$ cat config.mk
export PLATFORM = sky130hd
export DESIGN_NAME = rect_fill_drawer
export DESIGN_NICKNAME = d
export VERILOG_FILES = /design/src/rtl/rect_fill_drawer.sv
export SDC_FILE = /design/constraint.sdc
export NUM_CORES = 1
export LEC_CHECK = 0
export CAP_MARGIN = 40
export CORE_MARGIN = 1.5
export CORE_UTILIZATION = 50
export CTS_CLUSTER_DIAMETER = 60
export DETAILED_ROUTE_END_ITERATION = 7
export PLACE_DENSITY = 0.77
export RECOVER_POWER = 100
export SKIP_CTS_REPAIR_TIMING = 1
export SYNTH_ARGS = -nofsm -noshare
export SYNTH_HDL_FRONTEND = slang
export SYNTH_SLANG_ARGS = --single-unit
$ cat constraint.sdc
create_clock -name CLOCK_50 -period 4.6 [get_ports CLOCK_50]
set_input_delay 0.92 -clock CLOCK_50 [delete_from_list [all_inputs] [get_ports CLOCK_50]]
set_output_delay 0.92 -clock CLOCK_50 [all_outputs]
set_load 0.03 [all_outputs]
$ cat src/rtl/rect_fill_drawer.sv
// Command-driven rectangle rasteriser feeding the framebuffer pixel write port.
// Optional outline mode is compiled in with `define RECT_OUTLINE_EN.
module rect_fill_drawer #(
  parameter int H_RES   = 640,
  parameter int V_RES   = 480,
  parameter int COORD_W = 11,
  parameter int COLOR_W = 8
) (
  input  logic               CLOCK_50,
  input  logic               reset_n,
  // Handshake: a command transfers on the rising edge where cmd_valid and
  // cmd_ready are both high; cmd_ready depends only on the state register.
  input  logic               cmd_valid,
  output logic               cmd_ready,
  input  logic [COORD_W-1:0] cmd_x0,
  input  logic [COORD_W-1:0] cmd_y0,
  input  logic [COORD_W-1:0] cmd_x1,
  input  logic [COORD_W-1:0] cmd_y1,
  input  logic [COLOR_W-1:0] cmd_color,
`ifdef RECT_OUTLINE_EN
  input  logic               cmd_outline,
`endif
  input  logic               abort,
  output logic [COORD_W-1:0] x,
  output logic [COORD_W-1:0] y,
  output logic [COLOR_W-1:0] pix_color,
  output logic               pixel_write,
  output logic               busy,
  output logic               done,
  output logic [1:0]         state_dbg
);

  typedef enum logic [1:0] {
    ST_IDLE = 2'd0,
    ST_DRAW = 2'd1,
    ST_DONE = 2'd2
  } state_e;

  localparam logic [COORD_W-1:0] X_MAX = COORD_W'(H_RES - 1);
  localparam logic [COORD_W-1:0] Y_MAX = COORD_W'(V_RES - 1);

  state_e               state_q, state_d;
  logic [COORD_W-1:0]   x_q, x_d, y_q, y_d;
  logic [COORD_W-1:0]   xl_q, xl_d, xr_q, xr_d, yb_q, yb_d;
  logic [COLOR_W-1:0]   color_q, color_d;
  logic                 pixel_write_q, pixel_write_d;
  logic                 busy_q, busy_d;
  logic                 done_q, done_d;
`ifdef RECT_OUTLINE_EN
  logic [COORD_W-1:0]   yt_q, yt_d;
  logic                 outline_q, outline_d;
  logic                 jump_right;
`endif

  logic [COORD_W-1:0]   n_xl, n_xr, n_yt, n_yb;
  logic                 cmd_empty;

  // Normalised and clipped corners of the command currently on the port.
  always_comb begin
    n_xl      = (cmd_x0 < cmd_x1) ? cmd_x0 : cmd_x1;
    n_xr      = (cmd_x0 < cmd_x1) ? cmd_x1 : cmd_x0;
    n_yt      = (cmd_y0 < cmd_y1) ? cmd_y0 : cmd_y1;
    n_yb      = (cmd_y0 < cmd_y1) ? cmd_y1 : cmd_y0;
    cmd_empty = (n_xl > X_MAX) || (n_yt > Y_MAX);
    if (n_xr > X_MAX) n_xr = X_MAX;
    if (n_yb > Y_MAX) n_yb = Y_MAX;
  end

`ifdef RECT_OUTLINE_EN
  // Interior rows of an outline only touch the two side columns.
  assign jump_right = outline_q && (x_q == xl_q) && (y_q != yt_q) && (y_q != yb_q);
`endif

  always_comb begin
    state_d = state_q;
    x_d     = x_q;
    y_d     = y_q;
    xl_d    = xl_q;
    xr_d    = xr_q;
    yb_d    = yb_q;
    color_d = color_q;
`ifdef RECT_OUTLINE_EN
    yt_d      = yt_q;
    outline_d = outline_q;
`endif

    case (state_q)
      ST_IDLE: begin
        if (cmd_valid) begin
          color_d = cmd_color;
          if (cmd_empty) begin
            state_d = ST_DONE;
          end else begin
            state_d = ST_DRAW;
            x_d     = n_xl;
            y_d     = n_yt;
            xl_d    = n_xl;
            xr_d    = n_xr;
            yb_d    = n_yb;
`ifdef RECT_OUTLINE_EN
            yt_d      = n_yt;
            outline_d = cmd_outline;
`endif
          end
        end
      end
      ST_DRAW: begin
        if (abort || ((x_q == xr_q) && (y_q == yb_q))) begin
          state_d = ST_DONE;
        end else if (x_q < xr_q) begin
`ifdef RECT_OUTLINE_EN
          x_d = jump_right ? xr_q : x_q + COORD_W'(1);
`else
          x_d = x_q + COORD_W'(1);
`endif
        end else begin
          x_d = xl_q;
          y_d = y_q + COORD_W'(1);
        end
      end
      ST_DONE: state_d = ST_IDLE;
      default: state_d = ST_IDLE;
    endcase

    // Registered outputs are decoded from the state being entered.
    pixel_write_d = (state_d == ST_DRAW);
    busy_d        = (state_d != ST_IDLE);
    done_d        = (state_d == ST_DONE);
  end

  always_ff @(posedge CLOCK_50 or negedge reset_n) begin
    if (!reset_n) begin
      state_q       <= ST_IDLE;
      x_q           <= '0;
      y_q           <= '0;
      xl_q          <= '0;
      xr_q          <= '0;
      yb_q          <= '0;
      color_q       <= '0;
      pixel_write_q <= 1'b0;
      busy_q        <= 1'b0;
      done_q        <= 1'b0;
`ifdef RECT_OUTLINE_EN
      yt_q          <= '0;
      outline_q     <= 1'b0;
`endif
    end else begin
      state_q       <= state_d;
      x_q           <= x_d;
      y_q           <= y_d;
      xl_q          <= xl_d;
      xr_q          <= xr_d;
      yb_q          <= yb_d;
      color_q       <= color_d;
      pixel_write_q <= pixel_write_d;
      busy_q        <= busy_d;
      done_q        <= done_d;
`ifdef RECT_OUTLINE_EN
      yt_q          <= yt_d;
      outline_q     <= outline_d;
`endif
    end
  end

  assign cmd_ready   = (state_q == ST_IDLE);
  assign x           = x_q;
  assign y           = y_q;
  assign pix_color   = color_q;
  assign pixel_write = pixel_write_q;
  assign busy        = busy_q;
  assign done        = done_q;
  assign state_dbg   = state_q;

endmodule

==> reports/results.tsv, run 1 <==
metric	value	unit
status	finished, violations left	
failing checks	max-capacitance violations, max-slew violations	
Wirelength per Cell	17.70	µm
Layout fillers	796	
CTS tree	built	
vias per cell	5.910	
final hold violations	0	
Skew-Pair Late Insertion Delay	350	ps
final WL	13.80	mm
Slew @ Worst Pin	1540	ps
xor-xnor portion of the synthesized cell area	3.496	%
First-pass DRT Iterations	5	
final hold slack	472.9	ps
register area	1702	µm²
Finished Layout Cells	780	
Net Sw Frac	44.93	%
dpl cell area	5846	µm²
grt ovf	0	
vias in the first global route	4375	
fin nets	736	
Slowest-stage cell, CP	dlygate4sd3_1	
Max-Cap Viols	1	
post-synthesis adder-cell area fraction	8.675	%
Syn-to-layout area delta	25.18	%
std cell rows	35	
FF-to-FF Start	x[1]	
Max Root-Sink Buffers	2	
EDFF count, synth	0	
initial antenna violation count	0	
core footprint	9240	µm²
critical path type	input pin to register	
Worst setup startpoint	cmd_x0[9]	
vias	4610	
DIE HEIGHT	100.6	µm
WP buf/inv	2	
DRC marker count from the first detailed-route iteration	281	
WP data arrival	4240	ps
register area share after synthesis	35.75	%
crit start category	input pin	
#FFs+latches synth	68	
P_leak	2.707	nW
final worst path period share	87.26	%
crit path to	x[10]	
Crit path depth	10	
Yosys cell types	59	
biggest cell delay along the critical path	640	ps
multiplexer share of the synthesized area	4.758	%
Final setup violation count	0	
Mapped Cells	559	
CTS Buf Count	9	
DRT antenna net count	0	
Yosys warnings	0	
die width	100.6	µm
IO Port Bufs	91	
routability cong.	0.9745	
worst reg-to-reg setup slack	1510	ps
Pins Over Slew Limit	29	
clock network power share	14.7	%
CTS clk-pin slew, worst paths	70	ps
layout cell share with drive strength beyond 1	7.527	%
Max Clk Rate	249.1	MHz
main combinational cell family by area after synthesis	compound AO/OA/AOI/OAI gates	
Reg-to-Reg End	y[5]	
CP required	4830	ps
Pwr Density	499.0	nW/µm²
setup total negative slack	0	ps
sequential fraction of design power	37.9	%
Layout Utilization	64.48	%
ys async rst share	100.0	%
first-pass GRT wire length	22.08	mm
# diodes	0	
HP Class	register to register	
syn avg cell area	8.514	µm²
GR Util All Layers	28.17	%
Reg2Reg Depth	8	
CP endpoint kind	register	
top_reg_cell synth	dfrtp_1	
syn_nets	648	
hold-critical path depth	2	
multi-input logic area	2764	µm²
Pint	1.637	mW
Setup Skew	14.56	ps
clock tree root driver cell	clkbuf_8	
Tmin final	4014	ps
Initial Util	51.51	%
Max-Slew Margin vs Limit	-2.662	%
Comb pwr share	47.4	%
placed cell count	765	
CTS HTree Levels	3	
Post-Synth Simple-Gate Area	19.98	%
Cell Chain, Critical Path	dlygate4sd3_1 > ha_1 > and4_2 > and3_1 > nand4_2 > a221oi_1 > o221a_2 > nor2_4 > clkinvlp_2 > mux2_2	
DRC viols	0	
hpwl dp	10.64	mm
RSZ-0062 raised after global routing	false	
synthesized cell area	4760	µm²
CTS Sinks	68	
full die area	10110	µm²
Switch Pwr	1.336	mW
largest net degree at the start of global routing	33	
Final Instance Area	5958	µm²
CP Max Fanout	7	
Ports	92	
Crit path max-delay family	compound AO/OA/AOI/OAI gates	
peak supply drop	0.0002180	V
Synth Area in Compound Gates	21.77	%
## cell families (layout without fill, tap and decap cells)
logic type               count (synthesis)  count (layout)
flip-flops                              68              68
XOR/XNOR                                19              19
AO/OA/AOI/OAI                          153             153
adder cells (fa/ha/maj)                 33              33
AND/OR/NAND/NOR                        201             201
multiplexers                            21              21
buffers and inverters                   64             156
## power groups by stage
stage               Sequential [mW]  Clock (mW)  Combinational, mW
floorplan                      1.25           0              0.752
global placement               1.11           0               1.41
detailed placement             1.13           0               1.45
CTS                            1.12       0.438               1.46
global route                   1.15       0.467               1.54
finish                         1.13       0.437               1.41
## synthesized netlist by cell type (2+ instances only)
library cell	number	share of area, %
a211oi_1	3	0.47
a21o_1	10	1.6
a21oi_1	38	4.0
a221oi_1	2	0.37
a22oi_1	2	0.32
a2bb2oi_1	3	0.55
a31oi_1	21	2.8
and2_1	5	0.66
and3_1	9	1.2
and4_4	2	0.47
buf_2	6	0.63
buf_6	2	0.47
clkbuf_1	19	1.5
dfrtp_1	68	36
ha_1	33	8.7
inv_1	36	2.8
mux2_1	3	0.71
mux2_2	10	2.4
mux2i_1	8	1.7
nand2_1	70	5.5
nand2b_1	2	0.26
nand3_1	23	2.4
nand4_1	16	2.1
nor2_1	45	3.5
nor2b_1	5	0.66
nor3_1	13	1.4
nor4_1	4	0.53
o21a_1	3	0.47
o21ai_0	34	3.6
o21ai_1	2	0.21
o221a_2	2	0.47
o221ai_1	7	1.3
o22a_1	4	0.74
o22ai_1	3	0.39
o31ai_1	5	0.79
xnor2_1	15	2.8
xor2_1	4	0.74
## cell usage in the layout, fill, tap and decap left out, drive strengths merged, types with 10 or more instances in the layout
master,count
nand3,23
nand2,70
xnor2,15
a21o,10
mux2,13
nor2,47
o21ai,37
clkdlybuf4s50,52
ha,33
dlygate4sd3,38
clkbuf,13
nor3,13
a21oi,38
a31oi,21
inv,36
dfrtp,68
buf,10
nand4,17
## worst min path at each step
stage / start / to / slack [ps]
detailed placement: pix_color[6] / pix_color[6] / 460
global route: pix_color[6] / pix_color[6] / 510
floorplan: xl_q[0] / xl_q[0] / 450
finish: pix_color[6] / pix_color[6] / 470
global placement: pix_color[1] / pix_color[1] / 460
CTS: reset_n / pix_color[7] / 450
## layout make-up
class,count,area share (%)
multi-input cells,427,46.39
flip-flops and latches,68,28.56
repair buffers,104,17.20
well taps,129,2.709
inverters,37,2.352
clock buffers,9,2.079
clock inverters,6,0.7140
## per-stage QoR
step / setup WS (ps) / power (mW)
2_1_floorplan: 1451 / 2.003
3_3_place_gp: 651.3 / 2.525
5_1_grt: 375.9 / 3.166
3_5_place_dp: 532.7 / 2.586
4_1_cts: 890.0 / 3.020
6_report: 585.8 / 2.973
## layer usage
metal | track usage (%) | vias up | wire length, µm
met5 | 0 | - | 0
met4 | 8.234 | 0 | 142
met3 | 6.519 | 13 | 1170
met2 | 41.76 | 215 | 6266
met1 | 41.07 | 2186 | 6224
li1 | - | 2196 | -
## state kept, by name, summed over array words and instances, names as in the netlist, 2 cells and up
name	flops
pix_color	8
x	11
y	11
xl_q	11
yb_q	11
state_dbg	2
xr_q	11
## worst min-delay path, stage by stage, from the launching register on
cell and delay [ps]:
dfrtp_1 340, nand2_1 50, nand2_1 50
No activity file was read; power rests on OpenSTA's default activity.
==> inputs of run 2 (changes only) <==
--- a/config.mk
+++ b/config.mk
@@ -10,7 +10,7 @@
 export CORE_UTILIZATION = 50
 export CTS_CLUSTER_DIAMETER = 60
 export DETAILED_ROUTE_END_ITERATION = 7
-export PLACE_DENSITY = 0.77
+export DONT_BUFFER_PORTS = 1
 export RECOVER_POWER = 100
 export SKIP_CTS_REPAIR_TIMING = 1
 export SYNTH_ARGS = -nofsm -noshare
==> reports/results.tsv, run 2 (synthesized netlist as in run 1, its figures left out) <==
metric	value	unit
peak supply drop	0.0001852	V
WP data arrival	4030	ps
Max-Slew Margin vs Limit	27.54	%
initial antenna violation count	0	
core footprint	9240	µm²
final WL	12.87	mm
clock network power share	20.1	%
P_leak	2.322	nW
Max Root-Sink Buffers	2	
DRC viols	0	
CTS Sinks	68	
routability cong.	0.8782	
Final setup violation count	0	
vias	4172	
Tmin final	3789	ps
Setup Skew	14.47	ps
CP endpoint kind	register	
first-pass GRT wire length	20.83	mm
Layout Utilization	54.98	%
GR Util All Layers	26.72	%
Reg2Reg Depth	6	
grt ovf	0	
FF-to-FF Start	state_dbg[0]	
worst reg-to-reg setup slack	1070	ps
IO Port Bufs	0	
CP required	4840	ps
final worst path period share	82.36	%
Net Sw Frac	44.62	%
hpwl dp	9.605	mm
leading cell type in the layout, fill and taps excluded	nand2_1	
DIE HEIGHT	100.6	µm
CTS HTree Levels	3	
Pwr Density	562.5	nW/µm²
HP Class	input pin to asynchronous set/reset pin	
Max-Cap Viols	0	
DRT antenna net count	0	
Pins Over Slew Limit	0	
Syn-to-layout area delta	6.730	%
RSZ-0062 raised after global routing	false	
First-pass DRT Iterations	5	
crit start category	input pin	
CTS tree	built	
layout cell share with drive strength beyond 1	7.554	%
status	complete, no violations	
final hold slack	256.9	ps
vias per cell	6.091	
std cell rows	35	
register area	1702	µm²
CTS Buf Count	9	
most frequent cells in the layout	nand2_1, dfrtp_1, nor2_1	
full die area	10110	µm²
final hold violations	0	
critical path type	input pin to register	
Max Clk Rate	263.9	MHz
Reg-to-Reg End	x[10]	
setup total negative slack	0	ps
Ports	92	
DRC marker count from the first detailed-route iteration	254	
clock tree root driver cell	clkbuf_8	
Wirelength per Cell	18.79	µm
Finished Layout Cells	685	
Layout fillers	856	
fin nets	640	
CTS clk-pin slew, worst paths	80	ps
Slew @ Worst Pin	1087	ps
sequential fraction of design power	47.8	%
Comb pwr share	32.1	%
Skew-Pair Late Insertion Delay	350	ps
Switch Pwr	1.275	mW
# diodes	0	
die width	100.6	µm
vias in the first global route	3996	
largest net degree at the start of global routing	69	
Pint	1.583	mW
multi-input logic area	2789	µm²
placed cell count	669	
CP Max Fanout	25	
Initial Util	51.51	%
run 2: cell types whose count changed in the layout (fill, tap and decap cells not counted), moves of 2 or more:
cell / before / now
and2_0: 1 / 4
and2_1: 4 / 1
buf_4: 8 / 6
bufinv_16: 0 / 2
clkbuf_8: 9 / 11
clkdlybuf4s50_1: 52 / 0
clkinv_2: 2 / 0
dlygate4sd3_1: 38 / 0
mux2_1: 3 / 6
mux2_2: 10 / 7
run 2: power groups by stage:
stage / Sequential [mW] / Clock [mW] / Combinational [mW]
2_1_floorplan: 1.25 / 0 / 0.752
3_3_place_gp: 1.37 / 0 / 0.878
3_5_place_dp: 1.37 / 0 / 0.906
4_1_cts: 1.36 / 0.585 / 0.911
5_1_grt: 1.41 / 0.619 / 1.04
6_report: 1.37 / 0.575 / 0.917
run 2: cell type report:
class                   instances  share of cell area (%)
repair buffers                  8                   1.034
multi-input cells             427                   54.90
clock buffers                  11                   2.980
flip-flops and latches         68                   33.50
clock inverters                 5                   1.650
inverters                      37                   2.759
well taps                     129                   3.177
run 2: stage by stage:
step	total power, mW	worst slack [ps]	area, µm²
after CTS	2.857	1402	5104
after global placement	2.244	1017	4868
after detailed placement	2.278	1033	4868
final	2.857	811.4	5080
after global routing	3.062	619.1	5080
after floorplan	2.003	1451	4760
run 2: critical path, stage by stage:
cell      delay [ps]
inv_1             30
ha_1             300
and4_2           250
a21oi_1          160
and3_1           350
a221oi_4         140
o221ai_4         600
clkbuf_1         870
nor3_1           130
a211o_1          260
run 2: routing by layer:
layer  global-route usage, %  wire [µm]  up-vias
met2                   38.04       5480      170
li1                        -          -     2006
met1                   40.49       6240     1989
met5                       0          0        -
met4                   6.717         64        0
met3                   6.519       1087        7
run 2: how the worst max path moves through the flow:
stage,from,endpoint
CTS,cmd_x1[9],y[0]
floorplan,cmd_x1[10],x[10]
global placement,cmd_x1[9],y[0]
finish,cmd_x1[9],y[0]
detailed placement,cmd_x1[9],y[0]
global route,cmd_x1[10],y[4]
